## config.mk

```make
export PLATFORM = sky130hd
export DESIGN_NAME = uart_cmd_master
export DESIGN_NICKNAME = d
export VERILOG_FILES = /design/src/rtl/uart_cmd_master.sv
export SDC_FILE = /design/constraint.sdc
export NUM_CORES = 1
export LEC_CHECK = 0
export BUFFER_PORTS_ARGS = -buffer_cell sky130_fd_sc_hd__buf_2
export CORE_MARGIN = 8
export CORE_UTILIZATION = 61
export CTS_BUF_LIST = sky130_fd_sc_hd__clkbuf_8
export CTS_CLUSTER_DIAMETER = 80
export DETAILED_ROUTE_END_ITERATION = 10
export GPL_TIMING_DRIVEN = 1
export MAX_ROUTING_LAYER = met4
export PLACE_DENSITY = 0.88
export REMOVE_ABC_BUFFERS = 1
export SYNTH_ARGS = -nofsm -noshare
export SYNTH_HDL_FRONTEND = slang
export SYNTH_SLANG_ARGS = --single-unit
```

## constraint.sdc

```tcl
create_clock -name clk -period 3.3 [get_ports clk]
set_input_delay 0.495 -clock clk [delete_from_list [all_inputs] [get_ports clk]]
set_output_delay 0.495 -clock clk [all_outputs]
set_load 0.1 [all_outputs]
```

## src/rtl/uart_cmd_master.sv

```systemverilog
// uart_cmd_master: sends a 6-byte command frame through a uart_tx byte port and assembles the
// 5-byte reply from a uart_rx byte port. Define UART_CMD_MASTER_TIMEOUT_EN for the reply timeout.
module uart_cmd_master #(
    parameter logic [7:0]  END_BYTE       = 8'h0A,
    parameter int unsigned TIMEOUT_CYCLES = 24000000
) (
    input  logic        clk,
    input  logic        reset,
    input  logic        req_valid,
    output logic        req_ready,
    input  logic [7:0]  req_cmd,
    input  logic [31:0] req_data,
    output logic        rsp_valid,
    output logic [31:0] rsp_data,
    output logic        rsp_timeout,
    output logic        busy,
    output logic        tx_start,
    output logic [7:0]  tx_data,
    input  logic        tx_ready,
    input  logic        rx_rcv,
    input  logic [7:0]  rx_data
);

    typedef enum logic [2:0] {
        IDLE,
        TX_PUT,
        TX_BUSY,
        TX_DONE,
        RX_WAIT,
        RSP
    } state_t;

    state_t      state_q, state_d;
    logic [47:0] frame_q, frame_d;
    logic [2:0]  tx_idx_q, tx_idx_d;
    logic [2:0]  rx_idx_q, rx_idx_d;
    logic [31:0] rsp_shift_q, rsp_shift_d;
    logic [31:0] rsp_data_q, rsp_data_d;

`ifdef UART_CMD_MASTER_TIMEOUT_EN
    // The counter reads 0 in the cycle after a strobe, so matching TIMEOUT_CYCLES-2 lands the
    // rsp_valid pulse exactly TIMEOUT_CYCLES cycles after the last byte.
    localparam int unsigned   CntW    = $clog2(TIMEOUT_CYCLES);
    localparam logic [CntW-1:0] CntLast = CntW'(TIMEOUT_CYCLES - 2);

    logic [CntW-1:0] tmo_cnt_q, tmo_cnt_d;
    logic            timeout_q, timeout_d;
`endif

    always_comb begin
        state_d     = state_q;
        frame_d     = frame_q;
        tx_idx_d    = tx_idx_q;
        rx_idx_d    = rx_idx_q;
        rsp_shift_d = rsp_shift_q;
        rsp_data_d  = rsp_data_q;
`ifdef UART_CMD_MASTER_TIMEOUT_EN
        tmo_cnt_d   = tmo_cnt_q;
        timeout_d   = 1'b0;
`endif

        case (state_q)
            IDLE: begin
                if (req_valid) begin
                    frame_d  = {req_cmd, req_data, END_BYTE};
                    tx_idx_d = 3'd0;
                    state_d  = TX_PUT;
                end
            end

            TX_PUT: begin
                if (tx_ready) begin
                    state_d = TX_BUSY;
                end
            end

            // uart_tx may keep ready high for a couple of cycles after start; wait for it to drop
            TX_BUSY: begin
                if (!tx_ready) begin
                    state_d = TX_DONE;
                end
            end

            TX_DONE: begin
                if (tx_ready) begin
                    frame_d  = {frame_q[39:0], 8'h00};
                    tx_idx_d = tx_idx_q + 3'd1;
                    if (tx_idx_q == 3'd5) begin
                        rsp_shift_d = 32'h0;
                        rx_idx_d    = 3'd0;
`ifdef UART_CMD_MASTER_TIMEOUT_EN
                        tmo_cnt_d   = '0;
`endif
                        state_d     = RX_WAIT;
                    end else begin
                        state_d = TX_PUT;
                    end
                end
            end

            RX_WAIT: begin
                if (rx_rcv) begin
                    if (rx_idx_q < 3'd4) begin
                        rsp_shift_d = {rsp_shift_q[23:0], rx_data};
                    end
                    rx_idx_d = rx_idx_q + 3'd1;
                    if (rx_idx_q == 3'd4) begin
                        rsp_data_d = rsp_shift_q;
                        state_d    = RSP;
                    end
`ifdef UART_CMD_MASTER_TIMEOUT_EN
                    tmo_cnt_d = '0;
                end else if (tmo_cnt_q == CntLast) begin
                    rsp_data_d = rsp_shift_q;
                    timeout_d  = 1'b1;
                    state_d    = RSP;
                end else begin
                    tmo_cnt_d = tmo_cnt_q + 1'b1;
`endif
                end
            end

            RSP: begin
                state_d = IDLE;
            end

            default: begin
                state_d = IDLE;
            end
        endcase
    end

    always_ff @(posedge clk) begin
        if (reset) begin
            state_q     <= IDLE;
            frame_q     <= 48'h0;
            tx_idx_q    <= 3'd0;
            rx_idx_q    <= 3'd0;
            rsp_shift_q <= 32'h0;
            rsp_data_q  <= 32'h0;
`ifdef UART_CMD_MASTER_TIMEOUT_EN
            tmo_cnt_q   <= '0;
            timeout_q   <= 1'b0;
`endif
        end else begin
            state_q     <= state_d;
            frame_q     <= frame_d;
            tx_idx_q    <= tx_idx_d;
            rx_idx_q    <= rx_idx_d;
            rsp_shift_q <= rsp_shift_d;
            rsp_data_q  <= rsp_data_d;
`ifdef UART_CMD_MASTER_TIMEOUT_EN
            tmo_cnt_q   <= tmo_cnt_d;
            timeout_q   <= timeout_d;
`endif
        end
    end

    // Start is gated by reset so an abandoned frame can never launch another byte.
    assign tx_start  = (state_q == TX_PUT) && tx_ready && !reset;
    assign tx_data   = frame_q[47:40];
    assign req_ready = (state_q == IDLE);
    assign busy      = (state_q != IDLE);
    assign rsp_valid = (state_q == RSP);
    assign rsp_data  = rsp_data_q;
`ifdef UART_CMD_MASTER_TIMEOUT_EN
    assign rsp_timeout = timeout_q;
`else
    assign rsp_timeout = 1'b0;
`endif

endmodule

```

==> impl_results.md <==
* Hpwl dp at 6904 um
* Die X at 104.5 um
* TNS Setup at 0 ps
* Mapped Cells at 570
* Largest stage delay, worst path at 530 ps
* Post-Syn Area at 4777 sq um
* Initial antenna violation count at 0
* Clk Latency, worst-skew pair at 420 ps
* Starting Density at 0.6247
* Min-Delay Path Depth at 3
* Placement Setup Slack at 1162 ps
* Final hold vios at 0
* GPL Wtd Cong at 0.7576
* Register-to-Register Path Depth at 5
* Cell row count at 32
* Core ar. at 7647 sq um
* Clock transition at the registers of the reported paths at 60 ps
* Final net count at 695
* Via Count at 4151
* Fin cells at 752
* # port buffers at 96
* Type of the worst setup path: reg2out
* Area Growth Syn to Fin at 16.37%
* Sequential fraction of the synthesis area at 0.4777
* Crit path max fanout at 13
* Aggregate global-route resource usage at 0.2053
* CP arrival at 1860 ps
* Gr ovfl total at 0
* Iteration count of the initial detailed-routing pass at 5
* Synth unique cells at 39
* Crit path buffers/inverters at 1
* CP Depth at 3
* Vias in the first global route at 4002
* DRT iter0 DRCs at 191
* Area post-placement at 5171 sq um
* Clock Skews at 7.632 ps
* Pleak at 2.260 nW
* Synth Area per Inst at 8.381 sq um
* Post-route DRC violation count at 0
* Cts hold-fix bufs at 0
* Synth Register Bits at 114
* Post_cts resized at 0
* Cell Chain, Critical Path: nand2_1, nor4_1, buf_2
* Largest net degree at the start of global routing at 66
* Hold WS at 294.6 ps
* Max cap viols at 0
* Ys Warns at 0
* Final core utilization at 0.7269
* DP Cell Count at 721
* Clk buf depth at 2
* Crit-path leading delay family: flip-flops
* # IOs at 98
* Share of layout cells above drive strength 1 at 0.2600
* Worst slew margin at 0.5769
* Worst-Margin Slew at 634.6 ps
* Min-delay worst type: in2reg
* Worst path slowest cell: dfxtp_1
* Total Power at 3.369 mW
* First-pass GRT wire length at 18310 um
* Slew Limit Fails at 0
* Design area at 5559 sq um
* CTS tree: done
* Final worst path period need at 2350 ps
* Final worst setup slack at 950.0 ps
* Fmax at 425.5 MHz
* Crit end category: output port
* Worst setup SP type: register
* Die Y at 104.5 um
* Antenna Violating Nets Remaining at 0
* Antenna Diode Count at 0
* TritonCTS Buffers at 17
* Vias per inst at 5.520
* H-tree levels at 4
* Root buf cell: clkbuf_8
* Setup Buffers After CTS at 0
* Die area at 10920 sq um
* Worst vdd ir at 0.3898 mV
* Setup violators final at 0
* Wirelength, routed at 10960 um
* PwrDens at 606.1 nW/um^2
* Worst path required time at 2800 ps
* Period utilisation layout at 0.7121
* Routed WL per cell at 14.57 um
* Outcome: complete, no violations
* RSZ-0062 raised after global routing: false
* CTS sink count at 114
[Yosys cell counts]
library cell  instances  area, sq um
a211oi_1              9        67.56
a211oi_2             26        325.3
a21oi_1              71        355.3
a22oi_1               6        45.04
a31o_2                1        8.760
a31oi_1               1        6.260
and2_1                1        6.260
and3_1                1        6.260
and3b_1               2        17.52
and4b_1               1        10.01
and4bb_2              1        12.51
buf_2                14        70.07
buf_4                16        120.1
buf_6                 1        11.26
clkbuf_1             26        97.59
conb_1                1        3.750
dfxtp_1             114         2282
ha_1                  4        50.05
inv_1                 5        18.77
nand2_1             101        379.1
nand2b_1             32        200.2
nand3_1              37        185.2
nand3b_1              1        7.510
nand4b_1              1        8.760
nand4bb_1             1        11.26
nor2_1               43        161.4
nor2_2                2        12.51
nor2b_1               2        12.51
nor3_1                5        25.02
nor4_1                1        6.260
nor4b_1               1        8.760
nor4b_2               1        15.01
o21ai_0              34        170.2
o22ai_2               1        12.51
o31ai_1               1        7.510
or2_1                 1        6.260
or2_2                 1        6.260
or3b_1                1        8.760
xor2_1                2        17.52
[flip-flops by register name, indices dropped and copies added, names as in the netlist]
register	count
frame_q	41
rsp_data	32
rsp_shift_q	32
rx_idx_q	3
state_q	3
tx_idx_q	3
[kinds of logic (layout without fill, tap and decap cells)]
logic type / after synthesis / after routing / synth area share
fa+ha+maj: 4 / 4 / 0.01048
flops: 114 / 114 / 0.4777
other cells: 1 / 1 / 0.0007850
buf+inv: 62 / 142 / 0.06653
compound gates: 150 / 150 / 0.2090
xor+xnor: 2 / 2 / 0.003668
simple gates: 237 / 237 / 0.2318
[layer usage]
layer / track usage / share of wire / vias up
li1: - / - / 2069
met1: 0.2369 / 0.44 / 1918
met2: 0.3215 / 0.48 / 149
met3: 0.06753 / 0.069 / 15
met4: 0.08376 / 0.015 / 0
met5: - / 0 / -
[final cells by class]
| type | count | area, sq um |
|---|---|---|
| multi-input combinational | 394 | 2185 |
| sequential | 114 | 2282 |
| inverter | 5 | 18.77 |
| clock inverter | 11 | 112.6 |
| fill | 591 | 2088 |
| tap | 102 | 127.6 |
| clock buffer | 20 | 275.3 |
| timing repair buffer | 106 | 558.0 |
[placed cells by master (no fill, tap or decap), types with 2 or more instances in the layout]
| cell type | instances |
|---|---|
| bufinv_16 | 2 |
| clkbuf_8 | 20 |
| a21oi_1 | 71 |
| a211oi_2 | 26 |
| nand2b_1 | 32 |
| nor2_2 | 2 |
| buf_2 | 95 |
| dfxtp_1 | 114 |
| clkinvlp_4 | 2 |
| buf_4 | 11 |
| clkinv_2 | 5 |
| nor2_1 | 43 |
| nor3_1 | 5 |
| and3b_1 | 2 |
| nand3_1 | 37 |
| o21ai_0 | 34 |
| inv_1 | 6 |
| nand2_1 | 101 |
| a22oi_1 | 6 |
| ha_1 | 4 |
| a211oi_1 | 9 |
| nor2b_1 | 2 |
| xor2_1 | 2 |
[power breakdown]
part | switching (mW) | total (mW) | internal, mW
sequential | 0.0538 | 1.51 | 1.46
combinational | 0.423 | 0.596 | 0.173
clock | 0.543 | 1.26 | 0.718
[worst min-delay path, stage by stage]
cell and delay [ps]:
buf_2 80, nand3_1 50, o21ai_0 60
[path summary, 6_finish.rpt]
path                                    from        endpoint  slack, ps
worst min register to register  rsp_data[20]    rsp_data[20]        450
worst max register to register    state_q[2]     rsp_data[5]       1240
worst min-delay path              rx_data[0]  rsp_shift_q[0]        290
worst max-delay path              state_q[0]        tx_start        950
(Power assumes the default switching activity.)
